$ cat src/rtl/player_link_tx_if.sv
`default_nettype none
// ============================================================================
// player_link_tx_if : local player state in, remote-board GPIO/serial out
// Revision 1.0
// ============================================================================
interface player_link_tx_if;
  logic        v_tick;
  logic        dir_left;
  logic        dir_right;
  logic [11:0] xpos_player1;
  logic [1:0]  button_pressed;
  logic        gpio_left;
  logic        gpio_right;
  logic        gpio_tx;
  logic        busy;

  modport master (
    output v_tick, dir_left, dir_right, xpos_player1, button_pressed,
    input  gpio_left, gpio_right, gpio_tx, busy
  );

  modport slave (
    input  v_tick, dir_left, dir_right, xpos_player1, button_pressed,
    output gpio_left, gpio_right, gpio_tx, busy
  );
endinterface
`default_nettype wire

$ cat src/rtl/player_link_tx.sv
`default_nettype none
// ============================================================================
// player_link_tx : per-frame GPIO direction lines plus a 19-bit UART-style
//                  snapshot frame (start, 16 data LSB-first, even parity, stop)
// Revision 1.0
// ============================================================================
module player_link_tx #(
  parameter int CLK_PER_BIT = 564
) (
  input wire              clk,
  input wire              rst,
  player_link_tx_if.slave link
);

  localparam int CNT_W = (CLK_PER_BIT > 1) ? $clog2(CLK_PER_BIT) : 1;
  localparam logic [CNT_W-1:0] CNT_LAST = CNT_W'(CLK_PER_BIT - 1);
  localparam logic [CNT_W-1:0] CNT_ONE  = CNT_W'(1);

  typedef enum logic [2:0] {
    ST_IDLE   = 3'd0,
    ST_START  = 3'd1,
    ST_DATA   = 3'd2,
    ST_PARITY = 3'd3,
    ST_STOP   = 3'd4
  } state_t;

  state_t           state_q;
  logic             v_tick_old_q;
  logic             armed_q;
  logic [CNT_W-1:0] cnt_q;
  logic [3:0]       idx_q;
  logic [15:0]      shift_q;
  logic             parity_q;
  logic [15:0]      pend_word_q;
  logic             pend_valid_q;
  logic             gpio_left_q;
  logic             gpio_right_q;
  logic             gpio_tx_q;
  logic             busy_q;

  logic             event_d;
  logic             left_m_d;
  logic             right_m_d;
  logic             bit_end_d;
  logic [15:0]      snap_d;

  // armed_q blocks the false edge seen when v_tick is already high coming out of reset
  always_comb begin
    event_d   = link.v_tick && !v_tick_old_q && armed_q;
    left_m_d  = link.dir_left && !link.dir_right;
    right_m_d = link.dir_right && !link.dir_left;
    snap_d    = {right_m_d, left_m_d, link.button_pressed, link.xpos_player1};
    bit_end_d = (cnt_q == CNT_LAST);
  end

  always_ff @(posedge clk) begin
    if (rst) begin
      state_q      <= ST_IDLE;
      v_tick_old_q <= 1'b0;
      armed_q      <= 1'b0;
      cnt_q        <= '0;
      idx_q        <= '0;
      shift_q      <= '0;
      parity_q     <= 1'b0;
      pend_word_q  <= '0;
      pend_valid_q <= 1'b0;
      gpio_left_q  <= 1'b0;
      gpio_right_q <= 1'b0;
      gpio_tx_q    <= 1'b1;
      busy_q       <= 1'b0;
    end else begin
      v_tick_old_q <= link.v_tick;
      armed_q      <= 1'b1;

      if (event_d) begin
        gpio_left_q  <= left_m_d;
        gpio_right_q <= right_m_d;
      end

      // Overridden below when the event coincides with the last stop cycle
      if (event_d && state_q != ST_IDLE) begin
        pend_word_q  <= snap_d;
        pend_valid_q <= 1'b1;
      end

      if (state_q != ST_IDLE) begin
        cnt_q <= bit_end_d ? '0 : cnt_q + CNT_ONE;
      end

      unique case (state_q)
        ST_IDLE: begin
          if (event_d) begin
            shift_q   <= snap_d;
            parity_q  <= ^snap_d;
            cnt_q     <= '0;
            gpio_tx_q <= 1'b0;
            busy_q    <= 1'b1;
            state_q   <= ST_START;
          end
        end
        ST_START: begin
          if (bit_end_d) begin
            idx_q     <= '0;
            gpio_tx_q <= shift_q[0];
            state_q   <= ST_DATA;
          end
        end
        ST_DATA: begin
          if (bit_end_d) begin
            if (idx_q == 4'd15) begin
              gpio_tx_q <= parity_q;
              state_q   <= ST_PARITY;
            end else begin
              shift_q   <= shift_q >> 1;
              idx_q     <= idx_q + 4'd1;
              gpio_tx_q <= shift_q[1];
            end
          end
        end
        ST_PARITY: begin
          if (bit_end_d) begin
            gpio_tx_q <= 1'b1;
            state_q   <= ST_STOP;
          end
        end
        ST_STOP: begin
          if (bit_end_d) begin
            if (event_d) begin
              shift_q      <= snap_d;
              parity_q     <= ^snap_d;
              pend_valid_q <= 1'b0;
              gpio_tx_q    <= 1'b0;
              state_q      <= ST_START;
            end else if (pend_valid_q) begin
              shift_q      <= pend_word_q;
              parity_q     <= ^pend_word_q;
              pend_valid_q <= 1'b0;
              gpio_tx_q    <= 1'b0;
              state_q      <= ST_START;
            end else begin
              busy_q  <= 1'b0;
              state_q <= ST_IDLE;
            end
          end
        end
        default: begin
          gpio_tx_q <= 1'b1;
          busy_q    <= 1'b0;
          state_q   <= ST_IDLE;
        end
      endcase
    end
  end

  assign link.gpio_left  = gpio_left_q;
  assign link.gpio_right = gpio_right_q;
  assign link.gpio_tx    = gpio_tx_q;
  assign link.busy       = busy_q;

endmodule
`default_nettype wire

$ cat src/flat_wrapper.sv
// flat-port wrapper written by rule: the top's interface ports become plain ports
module player_link_tx_flat 
#(
  parameter int CLK_PER_BIT = 564
)
  (clk, rst, link_v_tick, link_dir_left, link_dir_right, link_xpos_player1, link_button_pressed, link_gpio_left, link_gpio_right, link_gpio_tx, link_busy);
  player_link_tx_if link_i ();
  input wire clk;
  input wire rst;
  input wire logic [$bits(link_i.v_tick)-1:0] link_v_tick;
  input wire logic [$bits(link_i.dir_left)-1:0] link_dir_left;
  input wire logic [$bits(link_i.dir_right)-1:0] link_dir_right;
  input wire logic [$bits(link_i.xpos_player1)-1:0] link_xpos_player1;
  input wire logic [$bits(link_i.button_pressed)-1:0] link_button_pressed;
  output wire logic [$bits(link_i.gpio_left)-1:0] link_gpio_left;
  output wire logic [$bits(link_i.gpio_right)-1:0] link_gpio_right;
  output wire logic [$bits(link_i.gpio_tx)-1:0] link_gpio_tx;
  output wire logic [$bits(link_i.busy)-1:0] link_busy;
  assign link_i.v_tick = link_v_tick;
  assign link_i.dir_left = link_dir_left;
  assign link_i.dir_right = link_dir_right;
  assign link_i.xpos_player1 = link_xpos_player1;
  assign link_i.button_pressed = link_button_pressed;
  assign link_gpio_left = link_i.gpio_left;
  assign link_gpio_right = link_i.gpio_right;
  assign link_gpio_tx = link_i.gpio_tx;
  assign link_busy = link_i.busy;
  player_link_tx #(.CLK_PER_BIT(CLK_PER_BIT)) u_core (.clk(clk), .rst(rst), .link(link_i));
endmodule
$ cat config.mk
export PLATFORM = sky130hd
export DESIGN_NAME = player_link_tx_flat
export DESIGN_NICKNAME = d
export VERILOG_FILES = /design/src/rtl/player_link_tx_if.sv /design/src/rtl/player_link_tx.sv /design/src/flat_wrapper.sv
export SDC_FILE = /design/constraint.sdc
export NUM_CORES = 1
export LEC_CHECK = 0
export BUFFER_PORTS_ARGS = -buffer_cell sky130_fd_sc_hd__clkbuf_2
export CAP_MARGIN = 20
export CELL_PAD_IN_SITES_DETAIL_PLACEMENT = 1
export CELL_PAD_IN_SITES_GLOBAL_PLACEMENT = 1
export CORE_ASPECT_RATIO = 0.5
export CORE_MARGIN = 8
export CORE_UTILIZATION = 48
export CTS_CLUSTER_SIZE = 30
export DETAILED_ROUTE_END_ITERATION = 7
export PLACE_DENSITY = 0.85
export SYNTH_ARGS = -nofsm -noshare
export SYNTH_HDL_FRONTEND = slang
export SYNTH_SLANG_ARGS = --single-unit
$ cat constraint.sdc
create_clock -name clk -period 6.25 [get_ports clk]
set_clock_uncertainty 0.2 [all_clocks]
set_input_delay 0.625 -clock clk [delete_from_list [all_inputs] [get_ports clk]]
set_output_delay 0.625 -clock clk [all_outputs]
set_load 0.05 [all_outputs]
---- Word level (Yosys, flattened, before mapping) ----
Cells that the tools add are included.
word-level totals
  bits of input ports ..................... 19
  memory bits (read-only) ................. 0
  word-level logic and storage cells ...... 103
  bits in writable memories ............... 0
  memories kept ........................... 0
  output and inout port bits .............. 4
  bits in registers ....................... 57
  latch bits .............................. 0
operators by class
  bitwise logic cells ..................... 1
  $mul .................................... 0
  eq/ne operators ......................... 16
  magnitude comparators ................... 0
  divide/modulo/power cells ............... 0
  muxes and demuxes ....................... 49
  shift-type cells ........................ 0
  $add $sub $neg .......................... 2
  reductions and logical operators ........ 22
operator list
  operator                                                               number
  16-bit two-way mux                                                     6
  16-bit one-hot mux with 3 select lines                                 1
  10-bit two-way mux                                                     4
  16-bit XOR reduction                                                   2
  1-bit two-way mux                                                      23
  3-bit two-way mux                                                      7
  6-bit AND reduction                                                    3
  3-bit one-hot mux with 5 select lines                                  1
  4-bit two-way mux                                                      3
  2-bit by 1-bit != test with 1-bit output, second input constant        6
  10-bit by 1-bit adder with 10-bit output, second input constant        1
  10-bit equality test, second input constant                            1
  4-bit one-hot mux with 2 select lines                                  1
  4-bit AND reduction                                                    2
  3-bit by 2-bit equality test with 1-bit output, second input constant  2
  2-bit != test, second input constant                                   3
  3-bit nonzero test                                                     2
  1-bit logical AND                                                      5
  1-bit one-hot mux with 5 select lines                                  1
  5-bit AND reduction                                                    1
  4-bit by 1-bit adder with 4-bit output, second input constant          1
  4-bit equality test, second input constant                             1
  2-bit nonzero test                                                     2
  3-bit by 1-bit equality test with 1-bit output, second input constant  1
  other kinds (8)                                                        10

---- Logic depth before layout (Yosys ltp) ----
Gate-level depths: netlist of run 1.
  depth in word-level cells ............... 9
  gate-level depth with buffers ........... 7
  mapped depth without buffers ............ 7

---- Worst setup path after synthesis of run 1 ----
No wires, ideal clock.
  path type ............................... input-to-reg
  start ................................... input link_v_tick
  end ..................................... register u_core.shift_q[0]
  setup slack ............................. 4.064 ns
  stages on the path ...................... 7
  data arrival time ....................... 1.896 ns
  data required time ...................... 5.959 ns
  cell sequence ........................... and3b_1 -> buf_2 -> o211ai_1 -> a2111oi_4 -> buf_4 -> nor2_1 -> a311oi_1
on the way
  cells in the longest elaborated chain, start to end .. 5
  elaborated cells between the ends (all ways) .. 8
  those cells by class .................... 2 x eq/ne; 3 x mux; 3 x reduce/logical
ends and longest elaborated chain
  element                                 line                   text
  start, declared                         flat_wrapper.sv:10     input wire logic [$bits(link_i.v_tick)-1:0] link_v_tick;
  1-bit logical AND * (2 in a row)        player_link_tx.sv:49   event_d = link.v_tick && !v_tick_old_q && armed_q;
  16-bit two-way mux                      player_link_tx.sv:128  if (event_d) begin
  16-bit two-way mux                      player_link_tx.sv:127  if (bit_end_d) begin
  16-bit one-hot mux with 3 select lines  player_link_tx.sv:90   unique case (state_q)
  end signal, assigned                    player_link_tx.sv:93   shift_q <= snap_d;
  end signal, assigned                    player_link_tx.sv:129  shift_q <= snap_d;
  end signal, assigned                    player_link_tx.sv:135  shift_q <= pend_word_q;
  end, declared                           player_link_tx.sv:32   logic [15:0] shift_q;
Every way passes the cells marked *; elsewhere a longest branch is shown, timed or not. The select of a mux whose other input is x is not followed.
A chain may end at the register's enable or synchronous reset.

---- Worst setup path after layout of run 1 ----
  start ................................... register u_core.state_q[1]
  end ..................................... register u_core.shift_q[13]
on the way
  cells in the longest elaborated chain, start to end .. 3
  elaborated cells between the ends (all ways) .. 11
  those cells by class .................... 7 x eq/ne; 1 x mux; 3 x reduce/logical
ends and longest elaborated chain
  element                                                                           line                   text
  start, declared                                                                   player_link_tx.sv:27   state_t state_q;
  start signal, assigned                                                            player_link_tx.sv:58   state_q <= ST_IDLE;
  start signal, assigned                                                            player_link_tx.sv:98   state_q <= ST_START;
  start signal, assigned                                                            player_link_tx.sv:105  state_q <= ST_DATA;
  3-bit equality test, or another cell as far along                                 player_link_tx.sv:90
  3-bit by 1-bit != test with 1-bit output (no line), or another cell as far along  --
  6-bit AND reduction (no line)                                                     --
  end signal, assigned                                                              player_link_tx.sv:93
  end signal, assigned                                                              player_link_tx.sv:114  shift_q <= shift_q >> 1;
  end signal, assigned                                                              player_link_tx.sv:129
Several ways; a longest one is shown, not always the timed one.

==> metrics.cfg, run 1 <==
[clock_network]
cts_max_level = 3
post-cts-setup-buffers = 0
cts.repair.resized = 0
clkLatencyLatePin_ns = 0.33
clkSlewWorstSetupHoldPaths_ns = 0.05
cts_inserted_buffers = 9
clock_sinks = 57
postCtsHoldBufs = 0
cts_root_buffer = clkbuf_16
cts_tree = done
max-clock-path-buffers = 2

[grt]
grt_overflow = 0
grt_max_degree = 56
grt_busiest_layer = met2
grt_pass1_wl_um = 14280
use_met1_pct = 23.01
use_met3_pct = 6.884
antenna_found_initial = 0
grt_use_total_pct = 19.67
use_met2_pct = 33.96
grt_pass1_vias = 2859

[hold_path]
hold_depth = 2
hold_path.class = reg -> reg
min_to = u_core.link.gpio_right
worstHoldStart = u_core.link.gpio_right

[logic_synthesis]
syn-num-nets = 386
postSynthCellCount = 363
ys_top_cells_by_area = dfxtp_1 39%, nand2_1 8.4%, xnor2_1 8.3%
synth_area_leader_cell = dfxtp_1
async_flop_share_pct = 0
synth_area_per_cell_um2 = 8.138
synth_top_flop_cell = dfxtp_1
ys_types = 45
yosysTopAreaCellShare_pct = 38.63
yosysWarnings = 0
syn-cell-area_mm2 = 0.002954
synth-edff-count = 0
synth_seq_cells = 57
yosysSeqAreaShare_pct = 38.63

[detailed_routing]
firstDrtPassIters = 4
drt_wl_total_um = 8526
routed-via-count = 2751
route.detailed.drc = 0
drt-initial-drc-count = 165
via_per_inst = 5.980
ant_nets = 0
wl_per_cell_um = 18.53

[die]
die_area_mm2 = 0.009073
io_pins = 23
die_w_um = 126.9
core_area_mm2 = 0.006006
initial_core_util_pct = 49.19
rows = 20
die_h_um = 71.47

[placement]
io_buffers = 22
dp_hpwl_um = 5855
gp_congestion = 0.8192
dpl_cell_area_mm2 = 0.003099

[power]
irDropWorstVdd_v = 0.0001885
power.leakage_nw = 1.154
power_density_mw_per_mm2 = 288.4

[timing]
final.min_clock_period_ns = 2.828
worst-slew-pin-transition_ns = 1.020
rsz0062_at_grt = no
maxSlewViolCount = 0
finalSetupTns_ns = 0
max_slew_margin_pct = 31.77
setup_viol = 0
fmax_mhz = 353.7
timing.final.crit_share_pct = 45.24
hold_violations = 0

[cells_and_area]
syn_to_final_growth_pct = 14.87
stdcell_area_mm2 = 0.003393
nets = 404
final_util_pct = 56.50
drive_gt1_share_pct = 12.27
diodes = 0

[worst_setup_path]
r2r_start = u_core.state_q[1]
endpoint_kind = flop
arrival_ns = 2.83
r2r_cells = 6
r2r_slack_ns = 3.42
start_kind = flop
r2r-end = u_core.shift_q[13]
critPathMaxFanout = 18
critical_path_class = reg -> reg
critical_path_required_ns = 6.25

[status]
outcome = finished, final reports clean

[run]
maxCapViolCount = 0

registers in the layout, summed over array words and instances, names as in the netlist:
signal and cells:
u_core.state_q 3, u_core.link.gpio_right 1, u_core.armed_q 1, u_core.link.busy 1
u_core.idx_q 4, u_core.v_tick_old_q 1, u_core.shift_q 16, u_core.link.gpio_tx 1
u_core.cnt_q 10, u_core.pend_valid_q 1, u_core.link.gpio_left 1, u_core.pend_word_q 16
u_core.parity_q 1
worst max-delay path by stage:
stage	startpoint	to	slack (ns)	cells after the start
CTS	u_core.state_q[1]	u_core.shift_q[13]	3.42	6
global route	u_core.state_q[1]	u_core.shift_q[13]	3.24	6
global placement	link_v_tick	u_core.shift_q[0]	3.46	7
finish	u_core.state_q[1]	u_core.shift_q[13]	3.42	6
detailed placement	link_v_tick	u_core.shift_q[13]	3.32	7
floorplan	link_v_tick	u_core.shift_q[0]	4.06	7
synthesized netlist by cell type, types with 2 or more instances:
cell      instances
nand4_1           5
clkbuf_1         11
ha_1              4
buf_2             6
nand3_1          10
xor2_1            4
a21oi_1          36
nand3b_1          4
a211oi_1          2
nand2_1          66
a31oi_1           3
nand2b_1          2
a22oi_1          16
xnor2_1          28
o21ai_0          14
nor3_1            6
nor2_1           29
buf_4             2
a41oi_1           3
nor2b_1           2
a311oi_1         18
or3_1             6
inv_1             7
and3_1            2
dfxtp_1          57
metal layers:
metal | vias up | wire (um)
met4 | 0 | 78
met1 | 1365 | 3893
met2 | 41 | 4226
met5 | - | 0
li1 | 1336 | -
met3 | 9 | 328
placed cells by master, fill, tap and decap left out, drive strengths merged, types with 2 or more instances in the layout:
master  instances
clkbuf         34
nand2b          2
a31oi           3
ha              4
nor2           29
a22oi          16
a21oi          36
nand3b          4
nand3          11
xnor2          28
inv             7
nor3            8
xor2            4
nand2          66
a211oi          2
nor2b           2
a41oi           3
buf             5
o21ai          14
dfxtp          57
a311oi         18
nand4           5
and3            2
or3             7
worst max-delay path: stages (launching register included):
cell      delay (ns)
dfxtp_1         0.67
or2_2           0.25
nor3_2          0.04
buf_4           0.21
nor2_1          0.79
nand2_1         0.14
a311oi_1        0.41
layout make-up:
type | count | area [um2]
fillers | 744 | 2613
multi-input cells | 279 | 1695
flip-flops and latches | 57 | 1141
clock buffers | 12 | 236.5
repair buffers | 27 | 167.7
well taps | 77 | 96.34
clock inverters | 1 | 30.03
inverters | 7 | 26.28
logic make-up (layout without fill, tap and decap cells):
group / count (synthesis) / in the layout / synth area share (%)
mux: 2 / 2 / 0.7200
simple gates: 142 / 142 / 22.96
fa+ha+maj: 4 / 4 / 1.694
compound gates: 99 / 99 / 22.53
xor+xnor: 32 / 32 / 9.488
buf+inv: 27 / 47 / 3.981
flops: 57 / 57 / 38.63
where the power goes:
group	internal (mW)	switching [mW]
combinational	0.0509	0.0791
clock	0.301	0.156
sequential	0.377	0.0142
through the flow:
| stage | power [mW] | setup WS [ns] | cells | hold WS [ns] |
|---|---|---|---|---|
| 2_1_floorplan | 0.4863 | 4.064 | 363 | 0.2526 |
| 3_3_place_gp | 0.5157 | 3.464 | 446 | 0.2455 |
| 3_5_place_dp | 0.5231 | 3.318 | 446 | 0.2549 |
| 4_1_cts | 0.9842 | 3.422 | 459 | 0.2624 |
| 5_1_grt | 1.015 | 3.239 | 460 | 0.2805 |
| 6_report | 0.9787 | 3.423 | 460 | 0.2609 |
Note: power is estimated with default switching activity, not from simulation.
==> inputs of run 2 (changes only) <==
ABC_AREA = 1   (was default)
CORE_UTILIZATION = 42   (was 48)
PLACE_DENSITY = 0.8   (was 0.85)
clock period = 3 ns   (was 6.25 ns; I/O delays follow)
==> metrics.cfg, run 2 <==
[status]
outcome = finished, final reports clean

[grt]
grt_pass1_wl_um = 16950  ; +19%
grt_overflow = 0  ; unchanged
grt_use_total_pct = 18.88  ; -0.78 points
antenna_found_initial = 0  ; unchanged
grt_max_degree = 34  ; -39%
grt_pass1_vias = 3586  ; +25%

[timing]
worst-slew-pin-transition_ns = 0.5984  ; -0.4214 ns
setup_slack_ns = 0.6357  ; -2.787 ns
setup_viol = 0  ; unchanged
timing.final.crit_share_pct = 78.81
finalSetupTns_ns = 0  ; unchanged
fmax_mhz = 423.0
max_slew_margin_pct = 60.06  ; +28 points
whs_ns = 0.06986  ; -0.1910 ns
rsz0062_at_grt = no
final.min_clock_period_ns = 2.364
maxSlewViolCount = 0  ; unchanged
hold_violations = 0  ; unchanged

[logic_synthesis]
synth_seq_cells = 57  ; unchanged
synth_area_per_cell_um2 = 6.242  ; -23%
synth_top_flop_cell = dfxtp_1
synth_area_leader_cell = dfxtp_1
yosysTopAreaCellShare_pct = 35.23  ; -3.4 points
syn-num-nets = 542  ; +40%
synthTopCellsByCount = 171 x nand2_1, 60 x inv_1, 59 x nor2_1, 57 x dfxtp_1, 51 x o21ai_0
postSynthCellCount = 519  ; +43%
syn-cell-area_mm2 = 0.003239  ; +9.7%
async_flop_share_pct = 0  ; unchanged
ys_top_cells_by_area = dfxtp_1 35%, nand2_1 20%, o21ai_0 7.9%
synth-edff-count = 0  ; unchanged
yosysSeqAreaShare_pct = 35.23  ; -3.4 points
yosysWarnings = 0  ; unchanged
yosysMostFrequentCell = nand2_1
ys_types = 33  ; -27%

[worst_setup_path]
endpoint_kind = flop
critPathLaunch = link_v_tick
critPathMaxFanout = 7  ; -11
r2r_start = u_core.state_q[0]
arrival_ns = 2.42  ; -0.41 ns
r2r_slack_ns = 0.68  ; -2.74 ns
critical_path_required_ns = 3.05  ; -3.20 ns
critical_path_class = in -> reg
r2r_cells = 9  ; +3
r2r-end = u_core.pend_valid_q
start_kind = input port

[cells_and_area]
final_common_cell = nand2_1
layout.cells.non_filler = 645  ; +40%
syn_to_final_growth_pct = 15.02
final_util_pct = 50.32  ; -6.2 points
drive_gt1_share_pct = 9.290  ; -3.0 points
diodes = 0  ; unchanged
largestRegisters = u_core.pend_word_q: 16 flops, u_core.shift_q: 16 flops, u_core.cnt_q: 10 flops
stdcell_area_mm2 = 0.003726  ; +9.8%
nets = 569  ; +41%
layout_common_cells = 171 x nand2_1, 60 x inv_1, 59 x nor2_1

[clock_network]
cts_root_buffer = clkbuf_16
max-clock-path-buffers = 2  ; unchanged
cts_inserted_buffers = 9  ; unchanged
post-cts-setup-buffers = 0  ; unchanged
clock_sinks = 57  ; unchanged
clkLatencyLatePin_ns = 0.33  ; about the same
cts_max_level = 3  ; unchanged
cts_tree = done
cts.repair.resized = 0  ; unchanged
clkSlewWorstSetupHoldPaths_ns = 0.05  ; about the same

[detailed_routing]
routed-via-count = 3373  ; +23%
wl_per_cell_um = 15.05  ; -19%
ant_nets = 0  ; unchanged
firstDrtPassIters = 4  ; unchanged
route.detailed.drc = 0  ; unchanged
drt-initial-drc-count = 209  ; +27%
drt_wl_total_um = 9710  ; +14%
via_per_inst = 5.229  ; -13%

[die]
die_w_um = 140.2  ; +10%
io_pins = 23  ; unchanged
core_area_mm2 = 0.007405  ; +23%
initial_core_util_pct = 43.75  ; -5.4 points
die_h_um = 78.10  ; +9.3%
die_area_mm2 = 0.01095  ; +21%
rows = 22  ; +10%

[power]
power_density_mw_per_mm2 = 957.3  ; +230%
power_frac_comb_pct = 43.8  ; +30 points
power.leakage_nw = 1.751  ; +52%
p_sw_share_pct = 43.57  ; +18 points
power.net_switching_mw = 1.554  ; +520%
p_int_mw = 2.013  ; +180%
irDropWorstVdd_v = 0.0003560  ; +89%
power.total_mw = 3.567  ; +260%
seq_power_share_pct = 30.5  ; -9.5 points
p_clk_share_pct = 25.8  ; -21 points

[hold_path]
hold_depth = 3  ; +1
worstHoldStart = link_xpos_player1[7]
hold_path.class = in -> reg
min_to = u_core.pend_word_q[7]

[placement]
dp_hpwl_um = 6880  ; +18%
place_ws_ns = 0.7828  ; -2.535 ns
dpl_cell_area_mm2 = 0.003452  ; +11%
placedCellCount = 630  ; +41%
gp_congestion = 0.8076  ; -1.4%
io_buffers = 22  ; unchanged

[run]
maxCapViolCount = 0  ; unchanged

[run 2: worst max-delay path, cell delays in order]
cell and delay [ns]:
dlygate4sd3_1 0.53, clkbuf_2 0.11, nand2_1 0.05, nor2_2 0.24, inv_1 0.13, nand2_1 0.16, o21ai_2 0.12, nor3_1 0.48
o21ai_0 0.16, a21oi_1 0.14
[run 2: power groups by stage]
| stage | clock network, mW | registers (mW) | logic [mW] |
|---|---|---|---|
| global placement | 0 | 1.08 | 1.48 |
| CTS | 0.937 | 1.08 | 1.56 |
| finish | 0.919 | 1.09 | 1.56 |
| global route | 0.974 | 1.11 | 1.76 |
| detailed placement | 0 | 1.09 | 1.53 |
| floorplan | 0 | 1.11 | 1.12 |
[run 2: kinds of logic (layout without fill, tap and decap cells)]
| group | Yosys count | after routing | share of synthesized area (%) |
|---|---|---|---|
| AO/OA/AOI/OAI | 111 | 111 | 19.31 |
| XOR/XNOR | 6 | 6 | 1.622 |
| adder cells (fa/ha/maj) | 4 | 4 | 1.545 |
| buffers and inverters | 78 | 108 | 9.463 |
| flip-flops | 57 | 57 | 35.23 |
| AND/OR/NAND/NOR | 263 | 263 | 32.83 |
[run 2: worst max-delay path by stage]
stage                          end  slack [ns]  depth (start not counted)
5_1_grt          u_core.state_q[2]        0.32                         10
3_3_place_gp    u_core.shift_q[14]        0.82                          9
6_report         u_core.state_q[2]        0.64                         10
3_5_place_dp   u_core.pend_valid_q        0.78                          9
4_1_cts          u_core.state_q[1]        0.64                         10
2_1_floorplan   u_core.shift_q[12]        1.12                          9
[run 2: what timing repair did]
action / 4_1_cts / 5_1_grt
endpoints found under the hold margin: 1 / 0
endpoints found under the setup margin: 0 / 0
hold buffers: 1 / 0
[run 2: layout make-up]
type | count | area [um2]
sequential | 57 | 1141
fill | 1015 | 3679
timing repair buffer | 29 | 165.2
clock buffer | 14 | 264.0
inverter | 65 | 244.0
tap | 96 | 120.1
multi-input combinational | 384 | 1792
[run 2: per-layer routing]
| layer | vias to the layer above | wire length [um] | track usage (%) |
|---|---|---|---|
| li1 | 1727 | - | - |
| met1 | 1585 | 4833 | 23.38 |
| met2 | 46 | 4387 | 31.44 |
| met3 | 15 | 321 | 5.371 |
| met4 | 0 | 167 | 5.908 |
| met5 | - | 0 | 0 |
